--- src/rtl/uart_pkg.sv ---
// uart_pkg: shared UART constants and the receiver state encoding.
// UART_RX_PARITY_EN adds the PARITY state to rx_state_t.
package uart_pkg;
  localparam int OVERSAMPLE     = 16;
  localparam int START_MID      = 7;
  localparam int CTRL_DATA7_BIT = 15;
`ifdef UART_RX_PARITY_EN
  typedef enum logic [2:0] {RX_IDLE, RX_START, RX_DATA, RX_PARITY, RX_STOP} rx_state_t;
`else
  typedef enum logic [2:0] {RX_IDLE, RX_START, RX_DATA, RX_STOP} rx_state_t;
`endif
endpackage

--- src/rtl/uart_baud_gen.sv ---
// uart_baud_gen: free-running oversampling tick, one pulse every dvsr+1 clocks.
// The divisor is captured on each wrap so a new value only takes effect at the next wrap.
module uart_baud_gen #(
  parameter int DVSR_WIDTH = 11
) (
  input  logic                  clk,
  input  logic                  rst_n,
  input  logic [DVSR_WIDTH-1:0] i_dvsr,
  output logic                  o_tick
);
  logic [DVSR_WIDTH-1:0] r_cnt, r_lim;
  logic                  w_tick;
  assign w_tick = r_cnt == r_lim;
  assign o_tick = w_tick;
  always_ff @(posedge clk or negedge rst_n) begin
    if (!rst_n) begin
      r_cnt <= '0;
      r_lim <= '0;
    end else begin
      r_cnt <= w_tick ? '0 : r_cnt + 1'b1;
      if (w_tick) r_lim <= i_dvsr;
    end
  end
endmodule

--- src/rtl/uart_rx_deserializer.sv ---
// uart_rx_deserializer: synchronised, 16x oversampled 7/8-bit UART receiver with done strobe.
// Optional parity checking is compiled in with UART_RX_PARITY_EN.
module uart_rx_deserializer
  import uart_pkg::*;
#(
  parameter int DVSR_WIDTH = 11,
  parameter int DATA_BITS  = 8
) (
  input  logic                  clk,
  input  logic                  rst_n,
  input  logic [DVSR_WIDTH-1:0] i_dvsr,
  input  logic                  i_data_bits_7,
  input  logic                  i_rx,
`ifdef UART_RX_PARITY_EN
  input  logic                  i_parity_en,
  input  logic                  i_parity_odd,
  output logic                  o_parity_err,
`endif
  output logic [DATA_BITS-1:0]  o_dout,
  output logic                  o_rx_done_tick,
  output logic                  o_frame_err,
  output logic                  o_rx_busy
);
  localparam int NW = $clog2(DATA_BITS);
  localparam logic [3:0] S_LAST = 4'(OVERSAMPLE - 1);
  localparam logic [3:0] S_MID  = 4'(START_MID);
  rx_state_t            r_state, w_state;
  logic [1:0]           r_sync;
  logic [3:0]           r_s, w_s;
  logic [NW-1:0]        r_n, w_n, w_nlast;
  logic [DATA_BITS-1:0] r_b, w_b, r_dout, w_dout, w_frame;
  logic                 r_n7, w_n7, r_done, w_done, r_ferr, w_ferr;
  logic                 w_rx_s, w_tick;
`ifdef UART_RX_PARITY_EN
  logic                 r_pen, w_pen, r_podd, w_podd, r_pbit, w_pbit, r_perr, w_perr;
`endif
  uart_baud_gen #(.DVSR_WIDTH(DVSR_WIDTH)) u_baud (
    .clk    (clk),
    .rst_n  (rst_n),
    .i_dvsr (i_dvsr),
    .o_tick (w_tick)
  );
  assign w_rx_s  = r_sync[1];
  assign w_nlast = r_n7 ? NW'(DATA_BITS - 2) : NW'(DATA_BITS - 1);
  // In 7-bit mode the last shift leaves the data in the upper bits.
  assign w_frame = r_n7 ? {1'b0, r_b[DATA_BITS-1:1]} : r_b;
  always_ff @(posedge clk or negedge rst_n) begin
    if (!rst_n) begin
      r_sync  <= 2'b11;
      r_state <= RX_IDLE;
      r_s     <= '0;
      r_n     <= '0;
      r_b     <= '0;
      r_n7    <= 1'b0;
      r_dout  <= '0;
      r_done  <= 1'b0;
      r_ferr  <= 1'b0;
`ifdef UART_RX_PARITY_EN
      r_pen   <= 1'b0;
      r_podd  <= 1'b0;
      r_pbit  <= 1'b0;
      r_perr  <= 1'b0;
`endif
    end else begin
      r_sync  <= {r_sync[0], i_rx};
      r_state <= w_state;
      r_s     <= w_s;
      r_n     <= w_n;
      r_b     <= w_b;
      r_n7    <= w_n7;
      r_dout  <= w_dout;
      r_done  <= w_done;
      r_ferr  <= w_ferr;
`ifdef UART_RX_PARITY_EN
      r_pen   <= w_pen;
      r_podd  <= w_podd;
      r_pbit  <= w_pbit;
      r_perr  <= w_perr;
`endif
    end
  end
  always_comb begin
    w_state = r_state;
    w_s     = r_s;
    w_n     = r_n;
    w_b     = r_b;
    w_n7    = r_n7;
    w_dout  = r_dout;
    w_done  = 1'b0;
    w_ferr  = r_ferr;
`ifdef UART_RX_PARITY_EN
    w_pen   = r_pen;
    w_podd  = r_podd;
    w_pbit  = r_pbit;
    w_perr  = r_perr;
`endif
    case (r_state)
      RX_IDLE: if (!w_rx_s) begin
        w_state = RX_START;
        w_s     = '0;
        w_n7    = i_data_bits_7;
`ifdef UART_RX_PARITY_EN
        w_pen   = i_parity_en;
        w_podd  = i_parity_odd;
`endif
      end
      RX_START: if (w_tick) begin
        if (r_s == S_MID) begin
          w_state = w_rx_s ? RX_IDLE : RX_DATA;
          w_s     = '0;
          w_n     = '0;
        end else w_s = r_s + 4'd1;
      end
      RX_DATA: if (w_tick) begin
        if (r_s == S_LAST) begin
          w_s = '0;
          w_b = {w_rx_s, r_b[DATA_BITS-1:1]};
`ifdef UART_RX_PARITY_EN
          if (r_n == w_nlast) w_state = r_pen ? RX_PARITY : RX_STOP;
`else
          if (r_n == w_nlast) w_state = RX_STOP;
`endif
          else w_n = r_n + 1'b1;
        end else w_s = r_s + 4'd1;
      end
`ifdef UART_RX_PARITY_EN
      RX_PARITY: if (w_tick) begin
        if (r_s == S_LAST) begin
          w_pbit  = w_rx_s;
          w_s     = '0;
          w_state = RX_STOP;
        end else w_s = r_s + 4'd1;
      end
`endif
      RX_STOP: if (w_tick) begin
        if (r_s == S_LAST) begin
          w_done  = 1'b1;
          w_ferr  = ~w_rx_s;
          w_dout  = w_frame;
`ifdef UART_RX_PARITY_EN
          w_perr  = r_pen & ((^w_frame ^ r_pbit) != r_podd);
`endif
          w_state = RX_IDLE;
        end else w_s = r_s + 4'd1;
      end
      default: w_state = RX_IDLE;
    endcase
  end
  always_comb begin
    o_dout         = r_dout;
    o_rx_done_tick = r_done;
    o_frame_err    = r_ferr;
    o_rx_busy      = r_state != RX_IDLE;
`ifdef UART_RX_PARITY_EN
    o_parity_err   = r_perr;
`endif
  end
endmodule

--- config.mk ---
export PLATFORM = sky130hd
export DESIGN_NAME = uart_rx_deserializer
export DESIGN_NICKNAME = d
export VERILOG_FILES = /design/src/rtl/uart_pkg.sv /design/src/rtl/uart_baud_gen.sv /design/src/rtl/uart_rx_deserializer.sv
export SDC_FILE = /design/constraint.sdc
export NUM_CORES = 1
export LEC_CHECK = 0
export CORE_MARGIN = 8
export CORE_UTILIZATION = 50
export CTS_CLUSTER_DIAMETER = 40
export CTS_CLUSTER_SIZE = 24
export DETAILED_ROUTE_END_ITERATION = 10
export GPL_TIMING_DRIVEN = 1
export PLACE_DENSITY = 0.72
export SETUP_SLACK_MARGIN = 0.05
export SLEW_MARGIN = 20
export SYNTH_ARGS = -nofsm -noshare
export SYNTH_HDL_FRONTEND = slang
export SYNTH_SLANG_ARGS = --single-unit
--- constraint.sdc ---
create_clock -name clk -period 3.45 [get_ports clk]
set_input_delay 0.345 -clock clk [delete_from_list [all_inputs] [get_ports clk]]
set_output_delay 0.345 -clock clk [all_outputs]
set_load 0.03 [all_outputs]
==> results.json <==
{
  "regToRegStartpoint": "u_baud.r_cnt[0]$_DFF_PN0_",
  "cpPeakStageDelay_ns": 0.68,
  "synth_warnings": 0,
  "fin_nets": 289,
  "crit_type": "reg -> reg",
  "place.gp.congestion": 0.843,
  "drt-initial-drc-count": 81,
  "postCtsSetupRepairBufs": 0,
  "synth.distinct_cells": 37,
  "crit_fanout": 19,
  "path_clk_slew_ns": 0.09,
  "syn_nets": 263,
  "ff2ff_path_depth": 5,
  "endpoint_kind": "flip-flop",
  "ys_ff_latch": 52,
  "grt_pass1_wl_um": 8250,
  "slowest_stage": "or3_1",
  "first_pass_iters": 4,
  "die-area_um2": 7640,
  "clock_path_buffers": 2,
  "post-route-period-util_pct": 69.9,
  "htree_levels": 2,
  "num_vias": 1756,
  "placed_cell_area_um2": 2860,
  "ir_worst_vdd_mv": 0.205,
  "synth_flop_cell": "dfrtp_1",
  "holdWs_ns": 0.181,
  "arrival_ns": 2.60,
  "std_cell_rows": 26,
  "drive_gt1_share_pct": 15.0,
  "hold_buffers": 0,
  "vias_per_cell": 5.23,
  "period_needed_ns": 2.41,
  "relSlewSlack_pct": 38.0,
  "synth_top_area_share_pct": 49.1,
  "clock.fmax_mhz": 415,
  "grt_max_degree": 44,
  "synth_area_um2": 2550,
  "p_int_w": 0.000843,
  "worstReg2RegEnd": "r_n[0]$_DFFE_PN0P_",
  "root_buffer": "clkbuf_8",
  "critPathLaunch": "u_baud.r_cnt[0]$_DFF_PN0_",
  "tightest_slew_ns": 0.931,
  "ant_nets": 0,
  "stdcell_area_um2": 2960,
  "die_h_um": 87.4,
  "yosysTopAreaCell": "dfrtp_1",
  "synthToLayoutAreaGrowth_pct": 16.2,
  "finClkSkew_ns": 0.00831,
  "finalHoldViolCount": 0,
  "grt_antenna_before_repair": 0,
  "crit_end": "r_n[0]$_DFFE_PN0P_",
  "synth.top_cells.by_area": "dfrtp_1, mux2_2, nand2_1",
  "cpLargestDelayFamily": "simple AND/OR/NAND/NOR gates",
  "syn_area_per_cell_um2": 10.7,
  "power.density_nw_per_um2": 354,
  "maxSlewViolCount": 0,
  "critical_path_required_ns": 3.64,
  "fin_util_pct": 59.2,
  "rsz0062_at_grt": "no",
  "post_cts.resized_instances": 0,
  "cp_cell_sequence": "xnor2_1 -> nand4_1 -> or3_1 -> or3_4 -> mux2_4",
  "r2r_setup_slack_ns": 1.04,
  "grt_usage_pct": 13.7,
  "cellLeakagePower_nw": 1.35,
  "wl_per_cell_um": 13.9,
  "power_frac_seq_pct": 58.5,
  "ios": 26,
  "fin_setup_tns_ns": 0,
  "path_depth": 5,
  "setup_viol": 0,
  "power.switching_w": 0.000208,
  "critPathBufInv": 0,
  "diodes": 0,
  "power.share.clock_pct": 38.6,
  "pwr-share-comb_pct": 2.9,
  "wirelength_um": 4670,
  "cts_tree": "done",
  "swShare_pct": 19.8,
  "grt-ovfl-total": 0,
  "port_buffers": 25,
  "core_um2": 5010,
  "synthCells": 239,
  "drv_cap": 0,
  "grt_pass1_vias": 1831,
  "hp-class": "in -> async",
  "drc": 0,
  "synth_enable_flop_cells": 0,
  "async_flop_share_pct": 100,
  "cts_sinks": 52,
  "initial_utilization_pct": 50.9,
  "cts_buffers": 5,
  "insertion_delay_ns": 0.30,
  "die_w_um": 87.4,
  "ys_seq_area_share_pct": 51.1,
  "status": "completed",
  "dpl.hpwl_um": 3280,
  "start_kind": "flip-flop"
}
==> synthesized netlist by cell type, types with 3 or more instances <==
cell,count
o21ai_0,8
buf_2,3
nor4_1,3
nor2_1,16
mux2_2,25
nand2_1,44
nand3_1,10
ha_1,9
inv_1,9
and3_1,3
xor2_1,4
clkbuf_1,4
xnor2_1,17
dfrtp_1,50
nor3_1,4
==> sequential cells by signal (all words and copies together) (netlist names) <==
signal	cells
u_baud.r_lim	11
r_s	4
r_b	8
o_dout	8
u_baud.r_cnt	11
r_state	2
r_sync	2
o_frame_err	1
o_rx_done_tick	1
r_n	3
r_n7	1
==> area by class of cell <==
class	instances	area, um2
repair buffers	27	260
fillers	456	2050
inverters	9	33.8
multi-input cells	170	1170
flip-flops and latches	52	1300
well taps	70	87.6
clock buffers	6	72.6
clock inverters	2	35.0
==> cells in the final DEF (no fill, tap or decap), types with 5 or more instances in the layout <==
cell	synthesis	final
ha_1	9	9
nand2_1	44	44
inv_1	9	9
clkbuf_8	0	5
xnor2_1	17	17
nor2_1	16	16
nand3_1	10	10
clkdlybuf4s50_1	0	24
o21ai_0	8	8
mux2_2	25	25
dfrtp_1	50	50
==> cell families (layout without fill, tap and decap cells) <==
kind of cell	after synthesis	count (layout)	share of synthesized area, %
flops	52	52	51.1
mux	28	28	12.4
compound gates	20	20	5.40
simple gates	92	92	16.5
buf+inv	17	44	2.94
xor+xnor	21	21	7.21
fa+ha+maj	9	9	4.42
==> metal layers <==
| layer | global-route usage (%) | up-vias | wire length (um) |
|---|---|---|---|
| met1 | 17.2 | 849 | 2220 |
| met4 | 5.31 | 0 | 51 |
| met2 | 21.6 | 43 | 2150 |
| met3 | 3.87 | 5 | 250 |
| met5 | 0 | - | 0 |
| li1 | - | 859 | - |
==> how the worst min path moves through the flow <==
| stage | startpoint | to | cells past startpoint |
|---|---|---|---|
| after floorplan | rst_n | o_dout[0]$_DFFE_PN0P_ | 0 |
| after global placement | r_sync[0]$_DFF_PN1_ | r_sync[1]$_DFF_PN1_ | 0 |
| after global routing | rst_n | r_s[0]$_DFFE_PN0P_ | 1 |
| after CTS | rst_n | o_dout[6]$_DFFE_PN0P_ | 1 |
| final | rst_n | r_s[0]$_DFFE_PN0P_ | 1 |
| after detailed placement | r_sync[0]$_DFF_PN1_ | r_sync[1]$_DFF_PN1_ | 0 |
==> metrics by stage <==
step	setup WS [ns]	cells	power [W]
CTS	1.05	336	0.00107
floorplan	1.35	239	0.000629
finish	1.04	336	0.00105
detailed placement	1.09	328	0.000658
global placement	1.16	328	0.000658
global route	0.916	336	0.00109
==> power by group through the flow <==
stage / clock network (W) / registers, W / logic (W)
2_1_floorplan: 0 / 0.000624 / 0.00000449
3_3_place_gp: 0 / 0.000627 / 0.0000311
3_5_place_dp: 0 / 0.000627 / 0.0000313
4_1_cts: 0.000420 / 0.000615 / 0.0000315
5_1_grt: 0.000440 / 0.000615 / 0.0000345
6_report: 0.000406 / 0.000614 / 0.0000301
Note: power is estimated with default switching activity, not from simulation.
